[src/rtl/arith_pkg.sv]
// ---------------------------------------------------------------------------
// arith_pkg
// Shared definitions for the sequential arithmetic unit:
//   - op encodings OP_ADD .. OP_RSV
//   - FSM state encodings S_IDLE / S_BUSY / S_DONE
//   - is_multicycle(): ops that go through the iterative core
// Build option: ARITH_DIV_EN enables DIVU/REMU. Without it those ops are
// handled like the reserved op.
// ---------------------------------------------------------------------------
package arith_pkg;

    localparam logic [2:0] OP_ADD  = 3'b000;
    localparam logic [2:0] OP_SUB  = 3'b001;
    localparam logic [2:0] OP_SLT  = 3'b010;
    localparam logic [2:0] OP_SLTU = 3'b011;
    localparam logic [2:0] OP_MUL  = 3'b100;
    localparam logic [2:0] OP_DIVU = 3'b101;
    localparam logic [2:0] OP_REMU = 3'b110;
    localparam logic [2:0] OP_RSV  = 3'b111;

    localparam logic [1:0] S_IDLE = 2'b00;
    localparam logic [1:0] S_BUSY = 2'b01;
    localparam logic [1:0] S_DONE = 2'b10;

    // True for ops that need WIDTH iterations of the shared core.
    function automatic logic is_multicycle(input logic [2:0] op);
        logic res;
        case (op)
            OP_MUL:  res = 1'b1;
`ifdef ARITH_DIV_EN
            OP_DIVU: res = 1'b1;
            OP_REMU: res = 1'b1;
`endif
            default: res = 1'b0;
        endcase
        return res;
    endfunction

endpackage

[src/rtl/arith_iter_core.sv]
// ---------------------------------------------------------------------------
// arith_iter_core
// Iterative engine: shift-add multiplier (low half of the product) and, with
// ARITH_DIV_EN defined, a restoring divider. One bit per cycle, WIDTH cycles.
// Multiply and divide share the same three registers:
//   acc_r    : product accumulator   / partial remainder
//   mcand_r  : multiplicand (<<1)    / divisor
//   mplier_r : multiplier (>>1)      / dividend shifting out, quotient in
// Ports:
//   clk, rst        clock, asynchronous active-high reset
//   start           load operands and begin (one-cycle pulse)
//   div_mode        0 = multiply, 1 = divide (only honoured with ARITH_DIV_EN)
//   in1, in2        operands (in1 = dividend / multiplicand)
//   done            high in the cycle the final iteration is taken
//   acc_res         product or remainder after the final iteration
//   q_res           quotient after the final iteration
// acc_res/q_res are the next-state values so the caller can capture the
// result on the same edge that retires the last iteration.
// ---------------------------------------------------------------------------
module arith_iter_core #(
    parameter int WIDTH = 32,
    parameter int CNT_W = $clog2(WIDTH + 1)
) (
    input  logic             clk,
    input  logic             rst,
    input  logic             start,
    input  logic             div_mode,
    input  logic [WIDTH-1:0] in1,
    input  logic [WIDTH-1:0] in2,
    output logic             done,
    output logic [WIDTH-1:0] acc_res,
    output logic [WIDTH-1:0] q_res
);

    localparam logic [CNT_W-1:0] LAST_CNT = CNT_W'(WIDTH - 1);
    localparam logic [CNT_W-1:0] ONE_CNT  = CNT_W'(1);

    logic             busy_r;
    logic [CNT_W-1:0] cnt_r;
    logic [WIDTH-1:0] acc_r;
    logic [WIDTH-1:0] mcand_r;
    logic [WIDTH-1:0] mplier_r;
    logic [WIDTH-1:0] acc_nxt_s;
    logic [WIDTH-1:0] mcand_nxt_s;
    logic [WIDTH-1:0] mplier_nxt_s;
    logic             start_s;
    logic             done_s;

`ifdef ARITH_DIV_EN
    logic             div_r;
    logic [WIDTH:0]   part_s;
    logic [WIDTH:0]   add_a_s;
    logic [WIDTH:0]   add_b_s;
    logic             add_c_s;
    logic [WIDTH+1:0] sum_s;
    logic             fit_s;

    assign start_s = start;

    // One step of either algorithm through the shared WIDTH+1 adder.
    // Divide subtracts the divisor from {rem, next dividend bit}; the top
    // sum bit is set exactly when the trial subtraction does not borrow.
    // A zero divisor always "fits", yielding all-ones quotient and rem=in1.
    always_comb begin
        part_s       = {acc_r, mplier_r[WIDTH-1]};
        add_a_s      = {(WIDTH+1){1'b0}};
        add_b_s      = {(WIDTH+1){1'b0}};
        add_c_s      = 1'b0;
        acc_nxt_s    = acc_r;
        mcand_nxt_s  = mcand_r;
        mplier_nxt_s = mplier_r;
        if (div_r) begin
            add_a_s = part_s;
            add_b_s = ~{1'b0, mcand_r};
            add_c_s = 1'b1;
        end else begin
            add_a_s = {1'b0, acc_r};
            add_b_s = {1'b0, (mplier_r[0] ? mcand_r : {WIDTH{1'b0}})};
            add_c_s = 1'b0;
        end
        sum_s = {1'b0, add_a_s} + {1'b0, add_b_s} + {{(WIDTH+1){1'b0}}, add_c_s};
        fit_s = sum_s[WIDTH+1];
        if (div_r) begin
            acc_nxt_s    = fit_s ? sum_s[WIDTH-1:0] : part_s[WIDTH-1:0];
            mcand_nxt_s  = mcand_r;
            mplier_nxt_s = {mplier_r[WIDTH-2:0], fit_s};
        end else begin
            acc_nxt_s    = sum_s[WIDTH-1:0];
            mcand_nxt_s  = {mcand_r[WIDTH-2:0], 1'b0};
            mplier_nxt_s = {1'b0, mplier_r[WIDTH-1:1]};
        end
    end

    // Remember which algorithm was started.
    always_ff @(posedge clk or posedge rst) begin
        if (rst) begin
            div_r <= 1'b0;
        end else if (start_s) begin
            div_r <= div_mode;
        end else begin
            div_r <= div_r;
        end
    end
`else
    // Without the divider only multiply requests may start the engine.
    assign start_s = start & ~div_mode;

    // One shift-add multiply step.
    always_comb begin
        acc_nxt_s    = acc_r + (mplier_r[0] ? mcand_r : {WIDTH{1'b0}});
        mcand_nxt_s  = {mcand_r[WIDTH-2:0], 1'b0};
        mplier_nxt_s = {1'b0, mplier_r[WIDTH-1:1]};
    end
`endif

    assign done_s  = busy_r && (cnt_r == LAST_CNT);
    assign done    = done_s;
    assign acc_res = acc_nxt_s;
    assign q_res   = mplier_nxt_s;

    // Operand load on start, then one iteration per cycle while busy.
    always_ff @(posedge clk or posedge rst) begin
        if (rst) begin
            busy_r   <= 1'b0;
            cnt_r    <= {CNT_W{1'b0}};
            acc_r    <= {WIDTH{1'b0}};
            mcand_r  <= {WIDTH{1'b0}};
            mplier_r <= {WIDTH{1'b0}};
        end else if (start_s) begin
            busy_r   <= 1'b1;
            cnt_r    <= {CNT_W{1'b0}};
            acc_r    <= {WIDTH{1'b0}};
`ifdef ARITH_DIV_EN
            mcand_r  <= div_mode ? in2 : in1;
            mplier_r <= div_mode ? in1 : in2;
`else
            mcand_r  <= in1;
            mplier_r <= in2;
`endif
        end else if (busy_r) begin
            busy_r   <= ~done_s;
            cnt_r    <= cnt_r + ONE_CNT;
            acc_r    <= acc_nxt_s;
            mcand_r  <= mcand_nxt_s;
            mplier_r <= mplier_nxt_s;
        end else begin
            busy_r   <= busy_r;
            cnt_r    <= cnt_r;
            acc_r    <= acc_r;
            mcand_r  <= mcand_r;
            mplier_r <= mplier_r;
        end
    end

endmodule

[src/rtl/seq_arith_unit.sv]
// ---------------------------------------------------------------------------
// seq_arith_unit
// Multi-cycle arithmetic unit between decode and writeback with valid/ready
// handshakes on both sides. ADD/SUB/SLT/SLTU (and reserved/disabled ops)
// complete in one cycle; MUL, DIVU, REMU take WIDTH+1 cycles via
// arith_iter_core. Results and flags are registered and held until taken.
// Build option: ARITH_DIV_EN enables DIVU/REMU; otherwise they act as
// reserved (out=0, zero=1, err=1, one cycle).
// Ports:
//   clk, rst              clock, asynchronous active-high reset
//   in_valid / in_ready   operand handshake (op, in1, in2, cin)
//   op                    operation select (see arith_pkg)
//   in1, in2, cin         operands; cin only used by ADD
//   out_valid / out_ready result handshake
//   out                   result
//   zero, sign            out==0, out MSB
//   carry, ovf            ADD/SUB carry (SUB: not-borrow) and signed overflow
//   err                   reserved or disabled op was accepted
// ---------------------------------------------------------------------------
module seq_arith_unit
    import arith_pkg::*;
#(
    parameter int WIDTH = 32
) (
    input  logic             clk,
    input  logic             rst,
    input  logic             in_valid,
    output logic             in_ready,
    input  logic [2:0]       op,
    input  logic [WIDTH-1:0] in1,
    input  logic [WIDTH-1:0] in2,
    input  logic             cin,
    output logic             out_valid,
    input  logic             out_ready,
    output logic [WIDTH-1:0] out,
    output logic             zero,
    output logic             sign,
    output logic             carry,
    output logic             ovf,
    output logic             err
);

    localparam int CNT_W = $clog2(WIDTH + 1);

    logic [1:0]       state_r;
    logic [1:0]       state_nxt_s;
    logic [2:0]       op_r;
    logic             accept_s;
    logic             mc_s;
    logic             core_start_s;
    logic             core_done_s;
    logic [WIDTH-1:0] core_acc_s;
    logic [WIDTH-1:0] core_q_s;

    logic [WIDTH-1:0] b_op_s;
    logic             c_op_s;
    logic [WIDTH:0]   sum_s;
    logic             add_ovf_s;
    logic [WIDTH-1:0] fast_out_s;
    logic             fast_carry_s;
    logic             fast_ovf_s;
    logic             fast_err_s;
    logic [WIDTH-1:0] mc_out_s;

    logic [WIDTH-1:0] out_r;
    logic             zero_r;
    logic             sign_r;
    logic             carry_r;
    logic             ovf_r;
    logic             err_r;

    assign in_ready     = (state_r == S_IDLE) || ((state_r == S_DONE) && out_ready);
    assign accept_s     = in_valid && in_ready;
    assign mc_s         = is_multicycle(op);
    assign core_start_s = accept_s && mc_s;
    assign out_valid    = (state_r == S_DONE);

    assign out   = out_r;
    assign zero  = zero_r;
    assign sign  = sign_r;
    assign carry = carry_r;
    assign ovf   = ovf_r;
    assign err   = err_r;

    arith_iter_core #(
        .WIDTH (WIDTH),
        .CNT_W (CNT_W)
    ) u_core (
        .clk      (clk),
        .rst      (rst),
        .start    (core_start_s),
        .div_mode (op != OP_MUL),
        .in1      (in1),
        .in2      (in2),
        .done     (core_done_s),
        .acc_res  (core_acc_s),
        .q_res    (core_q_s)
    );

    // Single-cycle path: one adder serves ADD (in2, cin) and the
    // subtract-based ops (~in2, carry-in 1). SLT corrects the difference
    // sign with overflow; SLTU is the borrow (inverted carry).
    always_comb begin
        b_op_s       = (op == OP_ADD) ? in2 : ~in2;
        c_op_s       = (op == OP_ADD) ? cin : 1'b1;
        sum_s        = {1'b0, in1} + {1'b0, b_op_s} + {{WIDTH{1'b0}}, c_op_s};
        add_ovf_s    = (in1[WIDTH-1] == b_op_s[WIDTH-1]) && (sum_s[WIDTH-1] != in1[WIDTH-1]);
        fast_out_s   = {WIDTH{1'b0}};
        fast_carry_s = 1'b0;
        fast_ovf_s   = 1'b0;
        fast_err_s   = 1'b0;
        case (op)
            OP_ADD, OP_SUB: begin
                fast_out_s   = sum_s[WIDTH-1:0];
                fast_carry_s = sum_s[WIDTH];
                fast_ovf_s   = add_ovf_s;
            end
            OP_SLT:  fast_out_s = {{(WIDTH-1){1'b0}}, sum_s[WIDTH-1] ^ add_ovf_s};
            OP_SLTU: fast_out_s = {{(WIDTH-1){1'b0}}, ~sum_s[WIDTH]};
            OP_RSV:  fast_err_s = 1'b1;
            // Multi-cycle ops only land here when their datapath is not built.
            default: fast_err_s = 1'b1;
        endcase
    end

    // Pick the iterative result for the op that started the engine.
    always_comb begin
        case (op_r)
            OP_DIVU: mc_out_s = core_q_s;
            OP_REMU: mc_out_s = core_acc_s;
            default: mc_out_s = core_acc_s;
        endcase
    end

    // Handshake FSM next state.
    always_comb begin
        state_nxt_s = state_r;
        case (state_r)
            S_IDLE: begin
                if (accept_s) begin
                    state_nxt_s = mc_s ? S_BUSY : S_DONE;
                end else begin
                    state_nxt_s = S_IDLE;
                end
            end
            S_BUSY: begin
                if (core_done_s) begin
                    state_nxt_s = S_DONE;
                end else begin
                    state_nxt_s = S_BUSY;
                end
            end
            S_DONE: begin
                if (accept_s) begin
                    state_nxt_s = mc_s ? S_BUSY : S_DONE;
                end else if (out_ready) begin
                    state_nxt_s = S_IDLE;
                end else begin
                    state_nxt_s = S_DONE;
                end
            end
            default: state_nxt_s = S_IDLE;
        endcase
    end

    // State, captured op and result/flag registers. Results only change on
    // a single-cycle accept or on the last iteration, so they stay stable
    // while a result waits for out_ready.
    always_ff @(posedge clk or posedge rst) begin
        if (rst) begin
            state_r <= S_IDLE;
            op_r    <= OP_ADD;
            out_r   <= {WIDTH{1'b0}};
            zero_r  <= 1'b0;
            sign_r  <= 1'b0;
            carry_r <= 1'b0;
            ovf_r   <= 1'b0;
            err_r   <= 1'b0;
        end else begin
            state_r <= state_nxt_s;
            if (accept_s) begin
                op_r <= op;
            end else begin
                op_r <= op_r;
            end
            if (accept_s && !mc_s) begin
                out_r   <= fast_out_s;
                zero_r  <= (fast_out_s == {WIDTH{1'b0}});
                sign_r  <= fast_out_s[WIDTH-1];
                carry_r <= fast_carry_s;
                ovf_r   <= fast_ovf_s;
                err_r   <= fast_err_s;
            end else if (core_done_s) begin
                out_r   <= mc_out_s;
                zero_r  <= (mc_out_s == {WIDTH{1'b0}});
                sign_r  <= mc_out_s[WIDTH-1];
                carry_r <= 1'b0;
                ovf_r   <= 1'b0;
                err_r   <= 1'b0;
            end else begin
                out_r   <= out_r;
                zero_r  <= zero_r;
                sign_r  <= sign_r;
                carry_r <= carry_r;
                ovf_r   <= ovf_r;
                err_r   <= err_r;
            end
        end
    end

endmodule

[config.mk]
export PLATFORM = sky130hd
export DESIGN_NAME = seq_arith_unit
export DESIGN_NICKNAME = d
export VERILOG_FILES = /design/src/rtl/arith_pkg.sv /design/src/rtl/arith_iter_core.sv /design/src/rtl/seq_arith_unit.sv
export SDC_FILE = /design/constraint.sdc
export NUM_CORES = 1
export LEC_CHECK = 0
export ABC_AREA = 1
export CELL_PAD_IN_SITES_DETAIL_PLACEMENT = 1
export CELL_PAD_IN_SITES_GLOBAL_PLACEMENT = 1
export CORE_MARGIN = 2
export CORE_UTILIZATION = 42
export DETAILED_ROUTE_END_ITERATION = 12
export PLACE_DENSITY = 0.85
export SYNTH_ARGS = -nofsm -noshare
export SYNTH_HDL_FRONTEND = slang
export SYNTH_SLANG_ARGS = --single-unit
[constraint.sdc]
create_clock -name clk -period 6.3 [get_ports clk]
set_input_delay 0.945 -clock clk [delete_from_list [all_inputs] [get_ports clk]]
set_output_delay 0.945 -clock clk [all_outputs]
set_load 0.03 [all_outputs]
# [After elaboration in Yosys (flattened, before gate mapping)]
# Cells that the tools add are included.
[word_totals] reg_bits=145 in_bits=72 out_inout_bits=39
[classes] n_addsub=4 eq_ne=11 muxes=35 n_bitwise=6 n_reduce_logical=16
[ops] op="$mux 32" count=11
[ops] op="$pmux 32 s3" count=1
[ops] op="$logic_not 32->1" count=2
[ops] op="$add 32x32->33" count=1
[ops] op="$add 33x1->33" count=1
[ops] op="$add 32x32->32" count=1
[ops] op="$not 32->32" count=1
[ops] op="$mux 1" count=15
[ops] op="$mux 6" count=2
[ops] op="$mux 2" count=5
[ops] op="$add 6x1->6 const B" count=1
[ops] op="$eq 3x2->1 const B" count=2
[ops] op="$eq 3x3->1 const B" count=2
[ops] op="$eq 6x5->1 const B" count=1
[ops] op="$logic_and 1x1->1" count=6
[ops] op="$pmux 2 s3" count=1
[ops] op="$reduce_bool 2->1" count=2
[ops] op="$reduce_or 4->1" count=1
[ops] op="$eq 3x1->1 const B" count=1
[ops] op="$logic_not 3->1" count=1
[ops] op="$ne 3x3->1 const B" count=1
[ops] op="$not 1->1" count=3
[ops] op="$eq 2x1->1 const B" count=1
[ops] op="$eq 2x2->1 const B" count=1
[ops] op="8 further kinds" count=8

# [Logic depth before layout (Yosys ltp)]
# Gate-level depths: netlist of the first run.
[logic_depth] ltp_word=10 ltp_mapped=26 depth_no_buf=25

# [Hierarchy]
# Synthesis of the first run repeated with hierarchy kept, for this count alone.
[hier_totals] cells_unflattened=1939 hier_area_um2=12582.1
[modules_own_cells] mod="arith_iter_core" n_inst=1 cells_each=1058 area_each_um2=7247.0
[modules_own_cells] mod="seq_arith_unit" n_inst=1 cells_each=881 area_each_um2=5335.1

# [Worst setup path after synthesis of the first run]
# No wires, ideal clock.
[synth_timing] path_type="input to register" startpoint="input port op[1]" endpoint="register zero_r, in the netlist zero" setup_time_ps=117 arrival_time_ps=3801 required_ps=6183 path_slack_ps=2382 path_stages=25 path_buffers=1 cell_sequence="nor2_1 > inv_1 > nor2_1 > buf_2 > xnor2_1 > fa_1 > fa_1 > nand2_1 > nand2_1 > nand3_1 > nand2_1 > nand2_1 > nand2_1 > nand2_1 > nand2_1 > nand2_1 > nand2_1 > nor2_1 > nor2_1 > nand3_1 > nor2_1 > nand2_1 > nand2_1 > nand2_1 > nand2_1"
[synth_via] elab_chain_len=10 word_cells_on_any_way=22
[synth_rtl] item="from (decl)" line_no="seq_arith_unit.sv:29" rtl="input logic [2:0] op,"
[synth_rtl] item="$logic_not 3->1" line_no="seq_arith_unit.sv:104, seq_arith_unit.sv:105, seq_arith_unit.sv:112"
[synth_rtl] item="$mux 32" line_no="seq_arith_unit.sv:104" rtl="b_op_s = (op == OP_ADD) ? in2 : ~in2;"
[synth_rtl] item="$add 32x32->33" line_no="seq_arith_unit.sv:106" rtl="sum_s = {1'b0, in1} + {1'b0, b_op_s} + {{WIDTH{1'b0}}, c_op_s};"
[synth_rtl] item="$add 33x1->33" line_no="seq_arith_unit.sv:106"
[synth_rtl] item="$ne 1x1->1" line_no="seq_arith_unit.sv:107" rtl="add_ovf_s = (in1[WIDTH-1] == b_op_s[WIDTH-1]) && (sum_s[WIDTH-1] != in1[WIDTH-1]);"
[synth_rtl] item="$logic_and 1x1->1" line_no="seq_arith_unit.sv:107"
[synth_rtl] item="$xor 1x1->1" line_no="seq_arith_unit.sv:118" rtl="OP_SLT: fast_out_s = {{(WIDTH-1){1'b0}}, sum_s[WIDTH-1] ^ add_ovf_s};"
[synth_rtl] item="$pmux 32 s3" line_no="seq_arith_unit.sv:112" rtl="case (op)"
[synth_rtl] item="$logic_not 32->1" line_no="seq_arith_unit.sv:188" rtl="zero_r <= (fast_out_s == {WIDTH{1'b0}});"
[synth_rtl] item="$mux 1" line_no="seq_arith_unit.sv:186" rtl="if (accept_s && !mc_s) begin"
[synth_rtl] item="to (signal assigned)" line_no="seq_arith_unit.sv:188"
[synth_rtl] item="to (signal assigned)" line_no="seq_arith_unit.sv:195" rtl="zero_r <= (mc_out_s == {WIDTH{1'b0}});"
[synth_rtl] item="to (signal assigned)" line_no="seq_arith_unit.sv:202" rtl="zero_r <= zero_r;"
[synth_rtl] item="to (decl)" line_no="seq_arith_unit.sv:66" rtl="logic zero_r;"
# Parallel ways exist; a longest one is shown, timed or not.
# A chain may end at the register's enable or synchronous reset.

# [Worst setup path in the final report of the first run]
# Same ends and word-level chain as after synthesis.

==> results of run 1 <==
-- Yosys cell counts (10+ instances only) --
cell type / number / area (sq um)
nand4_1: 20 / 125
o211ai_1: 22 / 165
nor3_1: 16 / 80.1
nand2_1: 625 / 2350
a21oi_1: 63 / 315
ha_1: 63 / 788
dfrtp_1: 144 / 3600
inv_2: 10 / 37.5
and2_1: 24 / 150
xnor2_1: 31 / 272
clkbuf_1: 30 / 113
nand3b_1: 16 / 120
inv_1: 287 / 1080
o221ai_1: 63 / 552
nand2_2: 27 / 169
nor2_1: 119 / 447
o21ai_0: 54 / 270
nand3_1: 125 / 626
nor2_2: 13 / 81.3
buf_2: 17 / 85.1
-- layer usage --
layer	GRT usage, %	share of wire [%]	vias to the layer above
met2	53.5	47	442
li1	-	-	6069
met5	0	0	-
met3	3.52	5.4	102
met1	41.6	44	6388
met4	11.5	3.4	0
-- power breakdown --
group          internal (mW)  total (mW)  switching, mW
Sequential              1.29        1.58          0.289
Clock                  0.569        1.04          0.475
Combinational          0.979        2.97           1.99
Total                   2.84        5.59           2.75
-- cell type report --
type,instances,area (sq um)
repair buffers,120,1180
well taps,378,473
clock inverters,14,144
flip-flops and latches,144,3600
fillers,3741,13900
clock buffers,18,439
multi-input cells,1336,7030
inverters,298,1120
-- worst register-to-register path, stage by stage, from the launching register on --
cell	delay [ns]
dfrtp_1	1.06
nand2_1	0.16
inv_1	0.10
ha_1	0.26
fa_1	0.35
nand3_1	0.14
nand2_1	0.16
nand2_1	0.09
nand2_1	0.12
nand2_1	0.09
nand2_1	0.17
nand2_1	0.10
nand3_1	0.10
nand3_1	0.18
nand2_1	0.16
nand4_1	0.11
nor2_1	0.13
nand2_1	0.09
nand2_1	0.07
nand2_1	0.05
nand2_1	0.06
-- through the flow --
stage               instances  total power, mW  hold WS, ns  util, %  area, sq um
floorplan                1830             3.43        0.459        -        11900
global placement         2276             4.34        0.474     48.1        13400
detailed placement       2276             4.46        0.479     48.1        13400
CTS                      2308             5.54        0.504     50.2        14000
global route             2308             5.95        0.516     50.2        14000
finish                   2308             5.59        0.502     50.2        14000
-- state kept, by name, indices dropped and copies added (netlist names) --
name and cells:
carry 1, err 1, op_r 3, out 32, ovf 1, state_r 2
u_core.acc_r 32, u_core.busy_r 1, u_core.cnt_r 6, u_core.mcand_r 32, u_core.mplier_r 32, zero 1
-- cell families (layout without fill, tap and decap cells) --
kind of cell	count (synthesis)	in the layout	synth area share, %
and+or+nand+nor	1001	1001	36.0
buffers and inverters	350	450	11.2
AOI/OAI and AO/OA	233	233	12.9
DFF	144	144	30.2
adders and majority gates	66	66	7.10
xor gates and xnor gates	36	36	2.64
-- worst max-delay path by stage --
stage | from | endpoint | cells past startpoint | slack [ns]
after global placement | op[1] | zero | 21 | 1.50
after CTS | op[1] | zero | 22 | 1.73
final | op[1] | zero | 21 | 1.68
after global routing | op[1] | zero | 25 | 1.35
after floorplan | rst | carry | 1 | 1.49
after detailed placement | op[1] | zero | 22 | 1.29
==> impl_metrics.env, run 1 <==
export IMPL_dp_slack_ns=1.29
export IMPL_row_count=61
export IMPL_p_leak_nw=7.08
export IMPL_hp_class="reg2reg"
export IMPL_synth_fp_nets=1968
export IMPL_cellPowerDensity_mw_per_mm2=400
export IMPL_synth_cells=1830
export IMPL_cts_sinks=144
export IMPL_cp_end_kind="flop"
export IMPL_final_antenna_net_count=0
export IMPL_die_height_um=173
export IMPL_hpwl_um=36600
export IMPL_grt_setup_unrepaired="no"
export IMPL_synth_seq_area_share_pct=30.2
export IMPL_path_buf_inv=2
export IMPL_cts_root_buf="clkbuf_16"
export IMPL_post_cts_buffers=0
export IMPL_area_growth_pct=17.1
export IMPL_ys_dominant_reg_cell="dfrtp_1"
export IMPL_min_from="u_core.acc_r[19]"
export IMPL_htreeDepth=4
export IMPL_drc=0
export IMPL_synth_area_per_cell_sq_um=6.53
export IMPL_hold_path_end="u_core.acc_r[19]"
export IMPL_max_stage_delay_ns=0.51
export IMPL_fin_crit_sh_pct=73.4
export IMPL_critPathSlowestCell="clkdlybuf4s50_1"
export IMPL_vias=13000
export IMPL_die_area_sq_mm=0.0298
export IMPL_cp_common_cell="nor2_1"
export IMPL_worstMarginPinSlew_ns=1.10
export IMPL_drive_gt1_share_pct=5.80
export IMPL_grt_overflow_total=0
export IMPL_path_max_fanout=18
export IMPL_initial_core_util_pct=42.9
export IMPL_worst_slack_ns=1.68
export IMPL_status="complete, no violations"
export IMPL_netlist_cell_type_count=43
export IMPL_max_slew_margin_pct=26.8
export IMPL_max_freq_ghz=0.216
export IMPL_synth_warnings=0
export IMPL_maxSlewViolCount=0
export IMPL_peakVddDrop_v=0.000177
export IMPL_final_cell_mix="625 x nand2_1, 285 x inv_1, 144 x dfrtp_1"
export IMPL_die_x_um=173
export IMPL_ys_ff_latch=144
export IMPL_cts_tree="done"
export IMPL_grt_antenna_before_repair=0
export IMPL_num_antenna_cells=0
export IMPL_worstHoldPathCells=2
export IMPL_setup_tns_final_ns=0
export IMPL_fin_nets=2055
export IMPL_globalRouteTotalUtil_pct=31.5
export IMPL_cts_resized=0
export IMPL_fin_worst_skew_ns=0.0179
export IMPL_setup_viol=0
export IMPL_grt_pass1_vias=13600
export IMPL_first_pass_iters=8
export IMPL_grt_pass1_wl_um=74400
export IMPL_drt_iter0_markers=946
export IMPL_required_ns=6.68
export IMPL_finalWeightedCongestion=0.966
export IMPL_ios=111
export IMPL_cpLargestDelayFamily="simple AND/OR/NAND/NOR gates"
export IMPL_rrSetupSlack_ns=2.49
export IMPL_critPathArrivalTime_ns=5.00
export IMPL_cts_hold_buf=0
export IMPL_cap_violations=0
export IMPL_clk_latency_ns=0.44
export IMPL_viasPerCell=5.63
export IMPL_clk_transition_reported_paths_ns=0.07
export IMPL_r2r_start="u_core.mplier_r[0]"
export IMPL_crit_type="in2reg"
export IMPL_final_hold_viol_count=0
export IMPL_grt_max_degree=93
export IMPL_post_drt_wl_per_cell_um=20.5
export IMPL_core_area_sq_mm=0.0279
export IMPL_worstRegToRegCells=20
export IMPL_layout_commonest_cell="nand2_1"
export IMPL_async_flop_share_pct=100
export IMPL_r2r_end="zero"
export IMPL_syn_area_sq_mm=0.0119
export IMPL_cts_max_path_buffers=2
export IMPL_fin_crit_ns=4.62
export IMPL_cts_buffers=17
export IMPL_start_kind="input port"
export IMPL_wl_um=47300
export IMPL_synth_edf_count=0
export IMPL_port_buffers=110
export IMPL_cp_cell_sequence="clkdlybuf4s50_1 -> nor2_1 -> inv_1 -> nor2_4 -> xnor2_1 -> fa_1 -> fa_1 -> or2_2 -> nand3_1 -> nand3_1 -> nor2_1 -> nand3_1 -> nor2_1 -> nand4_1 -> nor2_1 -> nand3_1 -> nor2_1 -> nand2_1 -> nand2_1 -> nand2_1 -> nand2_1"
No activity file was read; power rests on OpenSTA's default activity.
==> run 2, diff against run 1 <==
- CORE_UTILIZATION: 42 -> 38
- PLACE_DENSITY: 0.85 -> 0.81
- clock period: 6.3 -> 4.05 ns (I/O delays scaled with it)
==> run 2 against run 1 <==
  * Clock-buffer cell count rose by 2
  * Setup slack got worse by 1.4 ns
  * Design area rose by 1.0%
  * Via count fell by 1.9%
  * Global-route usage fell by 3.0 points
  * Sequential power rose by 53%
  * Critical path depth did not move
  * Clock skew fell by 0.0041 ns
==> impl_metrics.env, run 2 (synthesis results as in run 1) <==
export IMPL_final_antenna_net_count=0
export IMPL_cts_sinks=144
export IMPL_final_hold_viol_count=0
export IMPL_hp_class="reg2reg"
export IMPL_cts_max_path_buffers=2
export IMPL_place_area_sq_mm=0.0136
export IMPL_cts_buffers=17
export IMPL_worstHoldPathCells=2
export IMPL_fillers=4063
export IMPL_ios=111
export IMPL_cts_hold_buf=0
export IMPL_grt_antenna_before_repair=0
export IMPL_drive_gt1_share_pct=6.48
export IMPL_finish_utilization_pct=45.9
export IMPL_core_area_sq_mm=0.0307
export IMPL_path_max_fanout=4
export IMPL_max_slew_margin_pct=45.3
export IMPL_grt_setup_unrepaired="no"
export IMPL_area_growth_pct=18.3
export IMPL_dp_cells=2314
export IMPL_status="complete, no violations"
export IMPL_fin_crit_sh_pct=92.6
export IMPL_clk_latency_ns=0.44
export IMPL_finalWeightedCongestion=0.956
export IMPL_final_cell_mix="625 x nand2_1, 285 x inv_1, 144 x dfrtp_1"
export IMPL_worstMarginPinSlew_ns=0.819
export IMPL_drc=0
export IMPL_critPathArrivalTime_ns=4.12
export IMPL_grt_overflow_total=0
export IMPL_viasPerCell=5.45
export IMPL_final_cells=2341
export IMPL_htreeDepth=4
export IMPL_cts_root_buf="clkbuf_16"
export IMPL_die_area_sq_mm=0.0329
export IMPL_max_freq_ghz=0.267
export IMPL_peakVddDrop_v=0.000232
export IMPL_die_x_um=181
export IMPL_rrSetupSlack_ns=0.66
export IMPL_crit_type="in2reg"
export IMPL_fin_worst_skew_ns=0.0138
export IMPL_grt_pass1_vias=13300
export IMPL_cp_cell_sequence="clkdlybuf4s50_1 -> nor2_1 -> inv_1 -> nor2_4 -> xnor2_1 -> fa_1 -> fa_1 -> or2_2 -> nand3_1 -> nand3_1 -> nor2_1 -> nand3_1 -> nor2_1 -> nand4_1 -> nor2_1 -> nand3_1 -> nor2_1 -> nand2_1 -> nand2_1 -> nand2_1 -> nand2_1"
export IMPL_die_height_um=181
export IMPL_post_drt_wl_per_cell_um=19.7
export IMPL_final_cell_area_sq_mm=0.0141
export IMPL_hold_path_end="u_core.acc_r[19]"
export IMPL_vias=12700
export IMPL_wl_um=46000
export IMPL_cellPowerDensity_mw_per_mm2=603
export IMPL_cts_resized=0
export IMPL_grt_pass1_wl_um=73700
export IMPL_maxSlewViolCount=0
export IMPL_cap_violations=0
export IMPL_max_stage_delay_ns=0.46
export IMPL_globalRouteTotalUtil_pct=28.5
export IMPL_layout_commonest_cell="nand2_1"
export IMPL_hpwl_um=37100
export IMPL_fin_crit_ns=3.75
export IMPL_start_kind="input port"
export IMPL_critPathLaunch="op[1]"
export IMPL_grt_max_degree=72
export IMPL_p_leak_nw=7.16
export IMPL_required_ns=4.42
export IMPL_fin_nets=2075
export IMPL_post_cts_buffers=0
export IMPL_critPathSlowestCell="fa_1"
export IMPL_min_from="u_core.acc_r[19]"
export IMPL_r2r_end="zero"
export IMPL_port_buffers=110
export IMPL_cts_tree="done"
export IMPL_initial_core_util_pct=38.8
export IMPL_cp_end_kind="flop"
export IMPL_worstRegToRegCells=20
export IMPL_row_count=64
export IMPL_clk_transition_reported_paths_ns=0.06
export IMPL_drt_iter0_markers=774
export IMPL_num_antenna_cells=0
export IMPL_cp_common_cell="nor2_1"
export IMPL_r2r_start="u_core.mplier_r[0]"
export IMPL_first_pass_iters=5
export IMPL_setup_viol=0
==> run 2: cell count changes in the layout (fill, tap and decap cells not counted), moves of 2 or more <==
cell,before,now
clkinv_2,1,4
inv_6,7,0
buf_12,0,3
clkinv_4,3,1
buf_4,10,27
inv_8,2,0
==> run 2: critical path: cells and delay by family <==
family | cells | cell delay [ns]
xor+xnor | 1 | 0.12
simple gates | 16 | 1.97
buf+inv | 2 | 0.53
fa+ha+maj | 2 | 0.89
==> run 2: area by class of cell <==
class                   instances  area (sq um)  share of cell area (%)
multi-input cells            1336          7020                    49.7
repair buffers                140          1360                    9.65
clock inverters                 7          66.3                   0.469
inverters                     298          1120                    7.94
flip-flops and latches        144          3600                    25.5
well taps                     396           495                    3.51
clock buffers                  20           457                    3.23
==> run 2: metrics by stage <==
step	total power, mW	hold WS [ns]	setup WS [ns]	setup TNS [ns]
2_1_floorplan	5.33	0.459	0.470	0
3_3_place_gp	6.80	0.471	0.0320	0
3_5_place_dp	6.99	0.483	-0.0798	-0.0798
4_1_cts	8.50	0.498	0.318	0
5_1_grt	9.15	0.524	0.0194	0
6_report	8.52	0.497	0.300	0
==> run 2: where the power goes <==
| part | internal, mW | switching, mW | total (mW) |
|---|---|---|---|
| clock network | 0.855 | 0.619 | 1.47 |
| logic | 1.56 | 3.07 | 4.63 |
| registers | 2.01 | 0.407 | 2.42 |
==> run 2: how the worst max path moves through the flow <==
stage          endpoint  slack (ns)  cells after the start
2_1_floorplan      zero        0.47                     25
4_1_cts            zero        0.32                     25
3_3_place_gp       zero        0.03                     25
6_report           zero        0.30                     21
5_1_grt            zero        0.02                     25
3_5_place_dp       zero       -0.08                     25
==> run 2: layer usage <==
metal / global-route usage, % / share of wire (%)
met4: 9.33 / 3.0
met2: 48.3 / 47
met1: 38.6 / 46
met3: 2.26 / 3.6
met5: 0 / 0
==> run 3, diff against run 2 <==
- TNS_END_PERCENT: default -> 50
==> results of run 3 <==
Same layout as run 2: the final DEF is identical, and so are final timing and power.
